### src/rtl/muldiv_seq.sv
// muldiv_seq: iterative RV64M unit (shift-add multiply, restoring divide, one bit per cycle).
// Define MULDIV_EARLY_OUT_EN to run W ops for 32 iterations instead of 64.
module muldiv_seq #(
  parameter int XLEN  = 64,
  parameter int CNT_W = 7
) (
  input  logic            clk,
  input  logic            rst,
  input  logic            start,
  input  logic [12:0]     muldiv_op,
  input  logic [XLEN-1:0] src1,
  input  logic [XLEN-1:0] src2,
  input  logic            flush,
  output logic            busy,
  output logic            done,
  output logic [XLEN-1:0] result
);
  localparam int HW = XLEN / 2;
  localparam logic [XLEN-1:0] SMIN = {1'b1, {(XLEN-1){1'b0}}};
  localparam logic [XLEN-1:0] WMIN = {{(HW+1){1'b1}}, {(HW-1){1'b0}}};

  typedef enum logic [1:0] {IDLE, ITER, FIX, DONE} state_t;
  state_t state_q, state_d;

  function automatic logic [XLEN-1:0] sext_w(input logic [HW-1:0] v);
    return {{HW{v[HW-1]}}, v};
  endfunction

  // op order MSB..LSB: mul,mulh,mulhsu,mulhu,div,divu,rem,remu,mulw,divw,divuw,remw,remuw
  logic op_mul, op_w, op_hi, op_rem, sgn1, sgn2;
  assign op_mul = |{muldiv_op[12:9], muldiv_op[4]};
  assign op_w   = |muldiv_op[4:0];
  assign op_hi  = |muldiv_op[11:9];
  assign op_rem = |{muldiv_op[6:5], muldiv_op[1:0]};
  assign sgn1   = |{muldiv_op[12:10], muldiv_op[8], muldiv_op[6], muldiv_op[4:3], muldiv_op[1]};
  assign sgn2   = |{muldiv_op[12:11], muldiv_op[8], muldiv_op[6], muldiv_op[4:3], muldiv_op[1]};

  logic [XLEN-1:0] x1, x2, m1, m2, spec_res;
  logic            neg1, neg2, div_zero, ovf, special, early;

  always_comb begin
    x1 = src1;
    x2 = src2;
    if (op_w) begin
      x1 = sgn1 ? sext_w(src1[HW-1:0]) : {{HW{1'b0}}, src1[HW-1:0]};
      x2 = sgn2 ? sext_w(src2[HW-1:0]) : {{HW{1'b0}}, src2[HW-1:0]};
    end
    neg1     = sgn1 & x1[XLEN-1];
    neg2     = sgn2 & x2[XLEN-1];
    m1       = neg1 ? -x1 : x1;
    m2       = neg2 ? -x2 : x2;
    div_zero = ~op_mul & (x2 == '0);
    ovf      = ~op_mul & sgn1 & (x1 == (op_w ? WMIN : SMIN)) & (&x2);
    special  = div_zero | ovf;
    if (div_zero)
      spec_res = op_rem ? (op_w ? sext_w(src1[HW-1:0]) : src1) : '1;
    else
      spec_res = op_rem ? '0 : x1;
  end

`ifdef MULDIV_EARLY_OUT_EN
  assign early = op_w;
`else
  assign early = 1'b0;
`endif

  // a: multiplier / dividend->quotient; b: multiplicand / divisor; acc: product / remainder
  logic [XLEN-1:0]   a_q, a_n;
  logic [2*XLEN-1:0] b_q, b_n, acc_q, acc_n;
  logic [CNT_W-1:0]  cnt_q;
  logic              mul_q, w_q, hi_q, rem_q, negp_q, negr_q;
  logic [XLEN-1:0]   result_q, res_d, fix_val, fix_res, quo, rmd;
  logic [2*XLEN-1:0] prod;
  logic [XLEN:0]     r_sh;
  logic [XLEN-1:0]   r_diff;
  logic              r_ge, ld_op, ld_res;

  always_comb begin
    a_n    = a_q;
    b_n    = b_q;
    acc_n  = acc_q;
    r_sh   = {acc_q[XLEN-1:0], a_q[XLEN-1]};
    r_diff = r_sh[XLEN-1:0] - b_q[XLEN-1:0];
    r_ge   = r_sh >= {1'b0, b_q[XLEN-1:0]};
    if (mul_q) begin
      acc_n = a_q[0] ? acc_q + b_q : acc_q;
      b_n   = b_q << 1;
      a_n   = a_q >> 1;
    end else begin
      acc_n = {{XLEN{1'b0}}, (r_ge ? r_diff : r_sh[XLEN-1:0])};
      a_n   = {a_q[XLEN-2:0], r_ge};
    end
  end

  always_comb begin
    prod    = negp_q ? -acc_q : acc_q;
    quo     = negp_q ? -a_q : a_q;
    rmd     = negr_q ? -acc_q[XLEN-1:0] : acc_q[XLEN-1:0];
    fix_val = mul_q ? (hi_q ? prod[2*XLEN-1:XLEN] : prod[XLEN-1:0]) : (rem_q ? rmd : quo);
    fix_res = w_q ? sext_w(fix_val[HW-1:0]) : fix_val;
  end

  always_comb begin
    state_d = state_q;
    ld_op   = 1'b0;
    ld_res  = 1'b0;
    res_d   = fix_res;
    case (state_q)
      IDLE: if (start && |muldiv_op) begin
        if (special) begin
          state_d = DONE;
          ld_res  = 1'b1;
          res_d   = spec_res;
        end else begin
          state_d = ITER;
          ld_op   = 1'b1;
        end
      end
      // flush wins over the last iteration
      ITER: if (flush) state_d = IDLE;
            else if (cnt_q == '0) state_d = FIX;
      FIX:  if (flush) state_d = IDLE;
            else begin
              state_d = DONE;
              ld_res  = 1'b1;
            end
      DONE: state_d = IDLE;
      default: state_d = IDLE;
    endcase
  end

  always_ff @(posedge clk or negedge rst) begin
    if (!rst) state_q <= IDLE;
    else      state_q <= state_d;
  end

  always_ff @(posedge clk or negedge rst) begin
    if (!rst) begin
      a_q    <= '0;
      b_q    <= '0;
      acc_q  <= '0;
      cnt_q  <= '0;
      mul_q  <= 1'b0;
      w_q    <= 1'b0;
      hi_q   <= 1'b0;
      rem_q  <= 1'b0;
      negp_q <= 1'b0;
      negr_q <= 1'b0;
    end else if (ld_op) begin
      // early-out W divide: park the 32-bit dividend at the top so its bits shift out first
      a_q    <= (early & ~op_mul) ? (m1 << HW) : m1;
      b_q    <= {{XLEN{1'b0}}, m2};
      acc_q  <= '0;
      cnt_q  <= early ? CNT_W'(HW - 1) : CNT_W'(XLEN - 1);
      mul_q  <= op_mul;
      w_q    <= op_w;
      hi_q   <= op_hi;
      rem_q  <= op_rem;
      negp_q <= neg1 ^ neg2;
      negr_q <= neg1;
    end else if (state_q == ITER) begin
      a_q   <= a_n;
      b_q   <= b_n;
      acc_q <= acc_n;
      if (cnt_q != '0) cnt_q <= cnt_q - CNT_W'(1);
    end
  end

  always_ff @(posedge clk or negedge rst) begin
    if (!rst)        result_q <= '0;
    else if (ld_res) result_q <= res_d;
  end

  assign busy   = (state_q == ITER) || (state_q == FIX);
  assign done   = (state_q == DONE);
  assign result = result_q;
endmodule

### config.mk
export PLATFORM = sky130hd
export DESIGN_NAME = muldiv_seq
export DESIGN_NICKNAME = d
export VERILOG_FILES = /design/src/rtl/muldiv_seq.sv
export SDC_FILE = /design/constraint.sdc
export NUM_CORES = 2
export LEC_CHECK = 0
export ABC_AREA = 0
export CORE_ASPECT_RATIO = 0.7
export CORE_MARGIN = 2
export CORE_UTILIZATION = 50
export CTS_BUF_LIST = sky130_fd_sc_hd__clkbuf_8 sky130_fd_sc_hd__clkbuf_16
export DETAILED_ROUTE_END_ITERATION = 6
export GPL_TIMING_DRIVEN = 0
export PLACE_DENSITY = 0.69
export SLEW_MARGIN = 30
export SYNTH_ARGS = -nofsm -noshare
export SYNTH_HDL_FRONTEND = slang
export SYNTH_SLANG_ARGS = --single-unit
### constraint.sdc
create_clock -name clk -period 4.05 [get_ports clk]
set_clock_uncertainty 0.2 [all_clocks]
set_input_delay 0.81 -clock clk [delete_from_list [all_inputs] [get_ports clk]]
set_output_delay 0.81 -clock clk [all_outputs]
set_load 0.005 [all_outputs]
==> results.sh <==
export IMPL_status="finished with violations"
export IMPL_violations="design-rule violations, negative setup slack"
export IMPL_drt_iter0_drc=8521
export IMPL_wire_per_inst_um=31.1
export IMPL_grt_max_degree=91
export IMPL_io_buffers=206
export IMPL_synth_area_leaders="dfrtp_1 (24%), nand2_1 (7.6%), a21oi_1 (7.2%)"
export IMPL_cp_top_family="simple AND/OR/NAND/NOR gates"
export IMPL_p_leak_nw=22.2
export IMPL_cp_endpoint="result[60]"
export IMPL_multi_input_area_mm2=0.0339
export IMPL_antenna_left=0
export IMPL_ys_seq_area_frac=0.242
export IMPL_dpl_hpwl_um=173000
export IMPL_r2r_end="result[60]"
export IMPL_cts_sinks=399
export IMPL_clkLatencyLatePin_ns=0.65
export IMPL_endpoint_kind="register"
export IMPL_period_share=1.24
export IMPL_firstDrtPassIters=7
export IMPL_max_stage_delay_ns=0.56
export IMPL_synth_top_family_by_area="compound AO/OA/AOI/OAI gates"
export IMPL_synth_edff_count=0
export IMPL_worst_path_max_fanout=6
export IMPL_fmax_mhz=200
export IMPL_via_per_inst=7.02
export IMPL_crit_required_ns=4.43
export IMPL_period_minus_slack_ns=5.01
export IMPL_hold_path_startpoint="b_q[118]"
export IMPL_post_place_ws_ns=-2.58
export IMPL_mostFrequentLayoutCell="nand2_1"
export IMPL_coreArea_mm2=0.0821
export IMPL_synth_largest_area_cell="dfrtp_1"
export IMPL_vias=51500
export IMPL_synth_simple_area_share=0.217
export IMPL_synth_mux_area_frac=0.0262
export IMPL_grt_pass1_vias=45300
export IMPL_fin_ws_ns=-0.957
export IMPL_worstSetupPathDepth=14
export IMPL_drc=20
export IMPL_syn_inst=5727
export IMPL_grt_pass1_wl_um=318000
export IMPL_synth_seq_cells=399
export IMPL_syn_nets=6076
export IMPL_tritoncts="yes"
export IMPL_rows=88
export IMPL_ff2ff_setup_slack_ns=-0.96
export IMPL_crit_start="acc_q[57]"
export IMPL_boundaryPins=211
export IMPL_path_cells="clkbuf_1 -> nor3_1 -> nand3_1 -> nor4_1 -> or4b_4 -> or2_4 -> or3_4 -> or4_4 -> o21ai_4 -> xor2_4 -> a211oi_4 -> o22a_1 -> nand2_1 -> o21ai_1"
export IMPL_die_x_um=348
export IMPL_worst_pin_slew_ns=1.20
export IMPL_final_nets=6557
export IMPL_regArea_mm2=0.0101
export IMPL_synth_top_area_frac=0.242
export IMPL_final_cell_mix="nand2_1 (794), a21oi_1 (500), nor2_1 (392)"
export IMPL_ys_flop_type="dfrtp_1"
export IMPL_track_usage=0.508
export IMPL_die_area_mm2=0.0850
export IMPL_grt_ovfl_total=0
export IMPL_synth_fa_ha_area_frac=0.0621
export IMPL_synth_xor_area_frac=0.110
export IMPL_ir_drop_mv=0.625
export IMPL_synth_area_mm2=0.0413
export IMPL_cts_buffers=45
export IMPL_postLayoutCellArea_mm2=0.0544
export IMPL_crit_type="reg2reg"
export IMPL_antenna_found_initial=7
export IMPL_path_buf_inv=1
export IMPL_reg2reg_depth=14
export IMPL_min_path_type="reg2reg"
export IMPL_cts_path_max_buffers=3
export IMPL_synth_compound_area_frac=0.290
export IMPL_route_final_wire_length_um=228000
export IMPL_yosys_warnings=0
export IMPL_place_area_mm2=0.0453
export IMPL_htreeDepth=2
export IMPL_gp_congestion=1.14
export IMPL_worst_setup_path_start_kind="register"
export IMPL_r2r_start="acc_q[57]"
export IMPL_async_flop_share=1.00
export IMPL_die_h_um=244
export IMPL_initial_core_util=0.503
export IMPL_synth_avg_cell_area_um2=7.21
export IMPL_clkTransAtPathRegs_ns=0.08
export IMPL_slew_violations=0
export IMPL_rsz0062_at_grt="true"
export IMPL_slowest_stage="or4b_4"
export IMPL_worstPathArrival_ns=5.39
export IMPL_synthDistinctLibCells=86
export IMPL_relSlewSlack=0.198
export IMPL_finalSetupViolCount=155
export IMPL_drive_above_1_share=0.192
export IMPL_filler_cell_count=6918
export IMPL_hold_viol_final=0
export IMPL_maxCapViolations=0
export IMPL_power_density_mw_per_mm2=877
export IMPL_syn_to_final_growth_pct=31.6
export IMPL_cts_root_buf="clkbuf_16"
[routing by layer]
metal  GRT usage  wire length [µm]  vias to the layer above
li1            -                 -                    21700
met1       0.714             89700                    24500
met2       0.631             81400                     4591
met3       0.283             45200                      753
met4       0.185             11500                       10
met5     0.00454               367                        -
[worst register-to-register path, delay by kind of cell, from the launching register on]
kind / cells / cell delay (ns)
buffers and inverters: 1 / 0.33
AOI/OAI and AO/OA: 4 / 0.85
and+or+nand+nor: 8 / 2.98
DFF: 1 / 0.47
xor gates and xnor gates: 1 / 0.13
[Yosys cell counts (all sizes together), types with 25 or more instances]
cell type  count
nand2        832
a21oi        592
o21ai        559
nor2         439
dfrtp        399
clkbuf       368
xnor2        280
xor2         239
ha           202
inv          153
nor3         142
a21o         128
o211ai       121
nand4        108
mux2i        106
a31oi         97
nand3         92
o31ai         86
a211oi        81
or3           71
nor4          56
nand2b        51
buf           49
o21bai        48
or4           45
a22oi         39
o41ai         32
o21a          28
and3          26
nor2b         25
[sequential cells by signal, summed over array words and instances (netlist names)]
register / flops
acc_q: 128
negr_q: 1
rem_q: 1
a_q: 64
b_q: 128
negp_q: 1
cnt_q: 7
result: 64
hi_q: 1
w_q: 1
mul_q: 1
state_q: 2
[what timing repair did]
| action | in CTS | in global routing |
|---|---|---|
| setup buffers | 169 | 100 |
| hold buffers | 1 | 0 |
| resized for setup | 911 | 542 |
| endpoints found under the hold margin | 45 | 0 |
| setup endpoints to repair | 397 | 373 |
| pin swaps | 259 | 265 |
| gates cloned | 7 | 3 |
[worst min path at each step]
stage / endpoint / slack [ns] / depth (start not counted)
after global routing: b_q[119] / 0.35 / 2
after CTS: cnt_q[5] / 0.32 / 2
after floorplan: cnt_q[5] / 0.28 / 2
final: b_q[119] / 0.31 / 2
after global placement: cnt_q[5] / 0.30 / 2
after detailed placement: cnt_q[5] / 0.30 / 2
[where the power goes]
part	total (mW)	switching, mW	internal, mW
combinational	35.0	22.4	12.6
clock	4.56	2.01	2.55
sequential	8.14	2.82	5.33
[kinds of logic after synthesis]
group           count (synthesis)
simple gates                 1959
buf+inv                       573
fa+ha+maj                     204
xor+xnor                      519
flops                         399
mux                           107
compound gates               1966
[stage by stage]
stage | instances | power, mW | hold slack [ns] | setup TNS, ns | util
floorplan | 5727 | 23.0 | 0.279 | -4.07 | -
global placement | 7013 | 33.4 | 0.296 | -7206.70 | 0.549
detailed placement | 7019 | 33.6 | 0.296 | -754.43 | 0.551
CTS | 7253 | 42.8 | 0.316 | -66.35 | 0.632
global route | 7326 | 48.5 | 0.347 | -68.98 | 0.662
finish | 7330 | 47.7 | 0.311 | -70.30 | 0.662
[area by class of cell]
cell class,count,share of cell area
Antenna cell,5,0.000230
Buffer,378,0.0388
Clock buffer,51,0.0222
Clock inverter,33,0.00688
Inverter,156,0.0109
Multi-Input combinational cell,4757,0.624
Sequential cell,399,0.185
Tap cell,1080,0.0249
Timing Repair Buffer,471,0.0868
No activity file was read; power rests on OpenSTA's default activity.
